[src/rtl/zeroheti_irq_pkg.sv]
// zeroheti_irq_pkg
// Shared types and constants for the zeroheti interrupt arbiter.
//   irq_fsm_e : offer state machine encoding (IDLE, OFFER, GAP)
//   irq_cfg_t : per-line configuration record {ie, is_edge, prio}
//   MaxIrq    : largest supported number of interrupt lines
//   PrioW     : default priority field width
package zeroheti_irq_pkg;

  localparam int MaxIrq = 64;
  localparam int PrioW  = 3;

  typedef enum logic [1:0] {
    IDLE  = 2'd0,
    OFFER = 2'd1,
    GAP   = 2'd2
  } irq_fsm_e;

  // Software view of one line's configuration. `edge` is a reserved word,
  // hence is_edge.
  typedef struct packed {
    logic             ie;
    logic             is_edge;
    logic [PrioW-1:0] prio;
  } irq_cfg_t;

endpackage

[src/rtl/zeroheti_irq_prio_tree.sv]
// zeroheti_irq_prio_tree
// Purely combinational pairwise max tree over N candidates.
//   i_cand  : candidate vector (one bit per line)
//   i_prio  : flattened priorities, line i at [i*PRIO_W +: PRIO_W]
//   o_valid : at least one candidate present
//   o_id    : index of the winner (highest prio, lowest index on ties)
//   o_prio  : priority of the winner
module zeroheti_irq_prio_tree #(
  parameter int N      = 16,
  parameter int PRIO_W = 3,
  parameter int ID_W   = $clog2(N)
) (
  input  logic [N-1:0]        i_cand,
  input  logic [N*PRIO_W-1:0] i_prio,
  output logic                o_valid,
  output logic [ID_W-1:0]     o_id,
  output logic [PRIO_W-1:0]   o_prio
);

  // Heap-ordered tree padded to a power of two: node k has children 2k and
  // 2k+1, leaves sit at P..2P-1 in line order.
  localparam int Lvl = (N > 1) ? $clog2(N) : 1;
  localparam int P   = 1 << Lvl;

  logic              w_v  [1:2*P-1];
  logic [ID_W-1:0]   w_id [1:2*P-1];
  logic [PRIO_W-1:0] w_pr [1:2*P-1];

  for (genvar g = 0; g < P; g++) begin : g_leaf
    if (g < N) begin : g_real
      assign w_v[P+g]  = i_cand[g];
      assign w_id[P+g] = ID_W'(g);
      assign w_pr[P+g] = i_prio[g*PRIO_W +: PRIO_W];
    end else begin : g_pad
      assign w_v[P+g]  = 1'b0;
      assign w_id[P+g] = '0;
      assign w_pr[P+g] = '0;
    end
  end

  // The left child always covers lower indices, so the right child only
  // wins with a strictly higher priority.
  for (genvar k = 1; k < P; k++) begin : g_node
    logic w_take_r;
    assign w_take_r = w_v[2*k+1] && (!w_v[2*k] || (w_pr[2*k+1] > w_pr[2*k]));
    assign w_v[k]   = w_v[2*k] | w_v[2*k+1];
    assign w_id[k]  = w_take_r ? w_id[2*k+1] : w_id[2*k];
    assign w_pr[k]  = w_take_r ? w_pr[2*k+1] : w_pr[2*k];
  end

  assign o_valid = w_v[1];
  assign o_id    = w_id[1];
  assign o_prio  = w_pr[1];

endmodule

[src/rtl/zeroheti_irq_arbiter.sv]
// zeroheti_irq_arbiter
// Interrupt front end for zeroheti_core: latches interrupt lines as pending
// (edge or level per line), picks the highest-priority enabled pending line
// above the core threshold and offers it over a valid/ready handshake.
//   clk_i, rst_i           : clock, asynchronous active-high reset
//   irq_i                  : interrupt lines (synchronous to clk_i)
//   cfg_we_i/idx/ie/edge/prio : per-line configuration write port
//   thresh_i               : core's current interrupt level
//   irq_valid_o/id/prio    : offer to the core
//   irq_ready_i            : core accepts the offer
//   claim_o                : one-cycle pulse on handshake
//   pend_o                 : pending vector for debug/CSR read
// Optional build macro ZEROHETI_IRQ_REOFFER_EN: while an offer waits with
// ready low, a strictly higher-priority candidate replaces id/prio in place.
//
// Handshake: a transfer happens in a cycle where irq_valid_o & irq_ready_i;
// once raised, irq_valid_o stays high and id/prio stay stable until that
// transfer (except for the optional replacement above); irq_ready_i with
// irq_valid_o low has no effect.
module zeroheti_irq_arbiter
  import zeroheti_irq_pkg::*;
#(
  parameter int  NUM_IRQ = 16,
  parameter int  PRIO_W  = PrioW,
  localparam int ID_W    = $clog2(NUM_IRQ)
) (
  input  logic               clk_i,
  input  logic               rst_i,
  input  logic [NUM_IRQ-1:0] irq_i,
  input  logic               cfg_we_i,
  input  logic [ID_W-1:0]    cfg_idx_i,
  input  logic               cfg_ie_i,
  input  logic               cfg_edge_i,
  input  logic [PRIO_W-1:0]  cfg_prio_i,
  input  logic [PRIO_W-1:0]  thresh_i,
  output logic               irq_valid_o,
  output logic [ID_W-1:0]    irq_id_o,
  output logic [PRIO_W-1:0]  irq_prio_o,
  input  logic               irq_ready_i,
  output logic               claim_o,
  output logic [NUM_IRQ-1:0] pend_o
);

  localparam logic [ID_W:0] NumIrqW = (ID_W+1)'(NUM_IRQ);

  logic [NUM_IRQ-1:0]   r_ie, r_edge, r_irq_q, r_pend;
  logic [PRIO_W-1:0]    r_prio [NUM_IRQ];
  irq_fsm_e             r_state, w_state_nxt;
  logic [ID_W-1:0]      r_off_id;
  logic [PRIO_W-1:0]    r_off_prio;

  logic                 w_cfg_hit;
  logic [NUM_IRQ-1:0]   w_pend_nxt, w_cand;
  logic [NUM_IRQ*PRIO_W-1:0] w_prio_flat;
  logic                 w_win_valid;
  logic [ID_W-1:0]      w_win_id;
  logic [PRIO_W-1:0]    w_win_prio;
  logic                 w_offer_valid, w_claim, w_load;

  // Writes to non-existent lines are dropped.
  assign w_cfg_hit = cfg_we_i && ({1'b0, cfg_idx_i} < NumIrqW);

  always_ff @(posedge clk_i or posedge rst_i) begin
    if (rst_i) begin
      r_ie   <= '0;
      r_edge <= '0;
      for (int i = 0; i < NUM_IRQ; i++) r_prio[i] <= '0;
    end else begin
      for (int i = 0; i < NUM_IRQ; i++) begin
        if (w_cfg_hit && (cfg_idx_i == ID_W'(i))) begin
          r_ie[i]   <= cfg_ie_i;
          r_edge[i] <= cfg_edge_i;
          r_prio[i] <= cfg_prio_i;
        end
      end
    end
  end

  // Edge lines: claim clears, but a fresh edge in the claim cycle wins.
  // Level lines: pending is the line registered once.
  always_comb begin
    w_pend_nxt = r_pend;
    for (int i = 0; i < NUM_IRQ; i++) begin
      if (r_edge[i]) begin
        if (w_claim && (r_off_id == ID_W'(i))) w_pend_nxt[i] = 1'b0;
        if (irq_i[i] && !r_irq_q[i])           w_pend_nxt[i] = 1'b1;
      end else begin
        w_pend_nxt[i] = irq_i[i];
      end
    end
  end

  always_ff @(posedge clk_i or posedge rst_i) begin
    if (rst_i) begin
      r_irq_q <= '0;
      r_pend  <= '0;
    end else begin
      r_irq_q <= irq_i;
      r_pend  <= w_pend_nxt;
    end
  end

  // Enable only gates arbitration; pending is recorded regardless.
  always_comb begin
    w_cand      = '0;
    w_prio_flat = '0;
    for (int i = 0; i < NUM_IRQ; i++) begin
      w_cand[i] = r_pend[i] && r_ie[i] && (r_prio[i] > thresh_i);
      w_prio_flat[i*PRIO_W +: PRIO_W] = r_prio[i];
    end
  end

  zeroheti_irq_prio_tree #(
    .N      (NUM_IRQ),
    .PRIO_W (PRIO_W),
    .ID_W   (ID_W)
  ) u_prio_tree (
    .i_cand  (w_cand),
    .i_prio  (w_prio_flat),
    .o_valid (w_win_valid),
    .o_id    (w_win_id),
    .o_prio  (w_win_prio)
  );

  // FSM: state register
  always_ff @(posedge clk_i or posedge rst_i) begin
    if (rst_i) r_state <= IDLE;
    else       r_state <= w_state_nxt;
  end

  // FSM: next state. GAP gives the core one cycle to raise thresh_i.
  always_comb begin
    w_state_nxt = r_state;
    case (r_state)
      IDLE:    if (w_win_valid) w_state_nxt = OFFER;
      OFFER:   if (irq_ready_i) w_state_nxt = GAP;
      GAP:     w_state_nxt = IDLE;
      default: w_state_nxt = IDLE;
    endcase
  end

  // FSM: outputs
  always_comb begin
    w_offer_valid = (r_state == OFFER);
    w_claim       = w_offer_valid && irq_ready_i;
    w_load        = (r_state == IDLE) && w_win_valid;
`ifdef ZEROHETI_IRQ_REOFFER_EN
    if (w_offer_valid && !irq_ready_i && w_win_valid && (w_win_prio > r_off_prio))
      w_load = 1'b1;
`endif
  end

  always_ff @(posedge clk_i or posedge rst_i) begin
    if (rst_i) begin
      r_off_id   <= '0;
      r_off_prio <= '0;
    end else if (w_load) begin
      r_off_id   <= w_win_id;
      r_off_prio <= w_win_prio;
    end
  end

  assign irq_valid_o = w_offer_valid;
  assign irq_id_o    = r_off_id;
  assign irq_prio_o  = r_off_prio;
  assign claim_o     = w_claim;
  assign pend_o      = r_pend;

endmodule

[config.mk]
export PLATFORM = sky130hd
export DESIGN_NAME = zeroheti_irq_arbiter
export DESIGN_NICKNAME = d
export VERILOG_FILES = /design/src/rtl/zeroheti_irq_pkg.sv /design/src/rtl/zeroheti_irq_prio_tree.sv /design/src/rtl/zeroheti_irq_arbiter.sv
export SDC_FILE = /design/constraint.sdc
export NUM_CORES = 1
export LEC_CHECK = 0
export BUFFER_PORTS_ARGS = -buffer_cell sky130_fd_sc_hd__buf_2
export CAP_MARGIN = 20
export CORE_ASPECT_RATIO = 0.6
export CORE_MARGIN = 4
export CORE_UTILIZATION = 40
export CTS_CLUSTER_SIZE = 12
export DETAILED_ROUTE_END_ITERATION = 10
export GPL_TIMING_DRIVEN = 0
export PLACE_DENSITY = 0.58
export SLEW_MARGIN = 15
export SYNTH_ARGS = -nofsm -noshare
export SYNTH_HDL_FRONTEND = slang
export SYNTH_SLANG_ARGS = --single-unit
[constraint.sdc]
create_clock -name clk_i -period 5.9 [get_ports clk_i]
set_clock_uncertainty 0.1 [all_clocks]
set_input_delay 0.885 -clock clk_i [delete_from_list [all_inputs] [get_ports clk_i]]
set_output_delay 0.885 -clock clk_i [all_outputs]
set_load 0.01 [all_outputs]
==> metrics.cfg <==
[status]
outcome = finished, violations left
violations = negative setup slack

[drt]
ant_nets = 0
wire_per_inst_um = 19.7
drt_wl_total_mm = 23.0
vias = 6355
drt_iter0_markers = 395
first_pass_iters = 5
drc_errors = 0
drt-vias-per-instance = 5.44

[critical_path]
crit_arrival_ns = 6.80
crit_required_ns = 6.10
reg2reg_depth = 31
cp-end-kind = register
path_max_fanout = 8
path_buf_inv = 8
timing.rr.end = irq_id_o[1]$_DFFE_PP0P_
reg2reg_slack_ns = -0.37
cpPeakStageDelay_ns = 0.34
setup.worst_path.start_class = primary input
cpMaxStageDelayCell = ha_1
reg2reg_from = r_prio[46]$_DFFE_PP0P_
critPathKind = in -> reg
cp_top_family = compound AO/OA/AOI/OAI gates

[clock_network]
clkTransAtPathRegs_ns = 0.05
clock_sinks = 121
clockBufferDepth = 2
cts_tree = done
cts_root_buffer = clkbuf_16
h-tree-depth = 4
cts_hold_buf = 0
numCtsBuffers = 17
clk_latency_ns = 0.43

[grt]
grt_pass1_vias = 6165
grt_max_degree = 67
antenna_found_initial = 0
track_usage = 0.214
grt_pass1_wl_mm = 35.4
overflow = 0

[yosys]
ys.warnings.count = 0
synthTopCellsByArea = dfrtp_1 (39%), ha_1 (15%), mux2_2 (9.4%)
ys_ff_latch = 121
ys_async_sr_fraction = 1.00
syn_inst = 767
synth_edf_count = 0
avgSynthCellArea_um2 = 10.0
netlist_area_um2 = 7670
synth_top_area_frac = 0.395
yosys.area.top_type = dfrtp_1
yosysSeqAreaShare = 0.395
synth_nets = 890
synth_cell_types = 51
synth_flop_cell = dfrtp_1

[sta]
grt_setup_unrepaired = true
setup-violations-final = 7
tightestPinTransition_ns = 0.917
finalCritPeriodShare = 1.12
period_needed_ns = 6.61
hold_violations = 0
setup_slack_ns = -0.708
clock.fmax_ghz = 0.151
relSlewSlack = 0.384
finalMaxSlewViolations = 0
fin_hold_ws_ns = 0.405

[placement]
placed_area_um2 = 8380
dpl.hpwl_mm = 15.7
gp_congestion = 0.827
io_buffers = 56

[layout]
n_antenna_cell = 0
final_common_cell = dfrtp_1
syn2layout_area_growth_pct = 30.3
layout_common_cells = dfrtp_1 (121), ha_1 (81), inv_1 (74)
drive_gt1_frac = 0.344
design_area_um2 = 9990
fillCellCount = 1632
fin_nets = 1039
multi_input_area_um2 = 4800
register_area_um2 = 3030

[power_and_ir_drop]
vdd_ir_drop_max_mv = 0.304
powerDensity_nw_per_um2 = 432
leakagePower_nw = 4.57
power_w = 0.00432

[die]
die_x_um = 187
die_h_um = 115
num_rows = 38
initial_core_util = 0.416
core_um2 = 18400
fp.dieArea_um2 = 21500
io_pins = 57

[worst_hold_path]
hold_class = in -> async

[job]
cap_violations = 0

how the worst max path moves through the flow:
stage	from	end	slack (ns)	cells after the start
after global placement	thresh_i[1]	irq_id_o[1]$_DFFE_PP0P_	-2.30	36
after detailed placement	thresh_i[1]	irq_id_o[1]$_DFFE_PP0P_	-2.27	36
after CTS	thresh_i[1]	irq_id_o[1]$_DFFE_PP0P_	-0.47	35
after floorplan	thresh_i[2]	irq_id_o[1]$_DFFE_PP0P_	-0.70	32
after global routing	thresh_i[1]	irq_prio_o[1]$_DFFE_PP0P_	-0.92	37
final	thresh_i[1]	irq_id_o[1]$_DFFE_PP0P_	-0.71	35
routing by layer:
layer / vias up / GRT usage / routed length (um)
li1: 3066 / - / -
met1: 3098 / 0.334 / 12100
met2: 171 / 0.301 / 9340
met3: 20 / 0.0522 / 1400
met4: 0 / 0.0419 / 212
met5: - / 0 / 0
cells in the mapped netlist, types with 10 or more instances:
| cell type | n |
|---|---|
| ha_1 | 91 |
| nand3_1 | 33 |
| nand2_1 | 77 |
| nor2_1 | 27 |
| o21ai_0 | 49 |
| a21oi_1 | 23 |
| a32o_1 | 16 |
| dfrtp_1 | 121 |
| inv_1 | 79 |
| nor2b_1 | 26 |
| mux2_2 | 64 |
| clkbuf_1 | 12 |
| mux2i_1 | 32 |
| a31oi_1 | 10 |
layout make-up:
class | instances | area share
clock inverters | 11 | 0.00739
clock buffers | 21 | 0.0471
plain buffers | 12 | 0.00676
multi-input cells | 554 | 0.480
flip-flops and latches | 121 | 0.303
inverters | 79 | 0.0317
repair buffers | 131 | 0.0938
well taps | 240 | 0.0300
registers in the layout (all words and copies together) (netlist names):
register	count
r_ie	16
irq_prio_o	3
r_edge	16
r_prio	48
r_irq_q	16
pend_o	16
r_state	2
irq_id_o	4
cell families (layout without fill, tap and decap cells):
kind of cell | Yosys count | count (layout) | share of synthesized area
buffers and inverters | 92 | 254 | 0.0452
adder cells (fa/ha/maj) | 92 | 92 | 0.150
AO/OA/AOI/OAI | 157 | 157 | 0.143
multiplexers | 96 | 96 | 0.136
flip-flops | 121 | 121 | 0.395
AND/OR/NAND/NOR | 209 | 209 | 0.131
power by group:
part	switching [W]	internal, W
Sequential	0.000195	0.00102
Clock	0.000393	0.000566
Combinational	0.00110	0.00104
Total	0.00169	0.00263
metrics by stage:
| stage | setup slack (ns) | setup TNS, ns | instances | utilization |
|---|---|---|---|---|
| floorplan | -0.702 | -4.45 | 767 | - |
| global placement | -2.30 | -14.92 | 1063 | 0.452 |
| detailed placement | -2.27 | -14.75 | 1064 | 0.454 |
| CTS | -0.470 | -2.60 | 1151 | 0.522 |
| global route | -0.916 | -5.77 | 1169 | 0.542 |
| finish | -0.708 | -4.11 | 1169 | 0.542 |
repair_timing:
item,4_1_cts,5_1_grt
setup endpoints to repair,7,7
pin swaps,32,28
gates cloned,0,0
resized for setup,61,43
setup buffers,57,18
(Power assumes the default switching activity.)
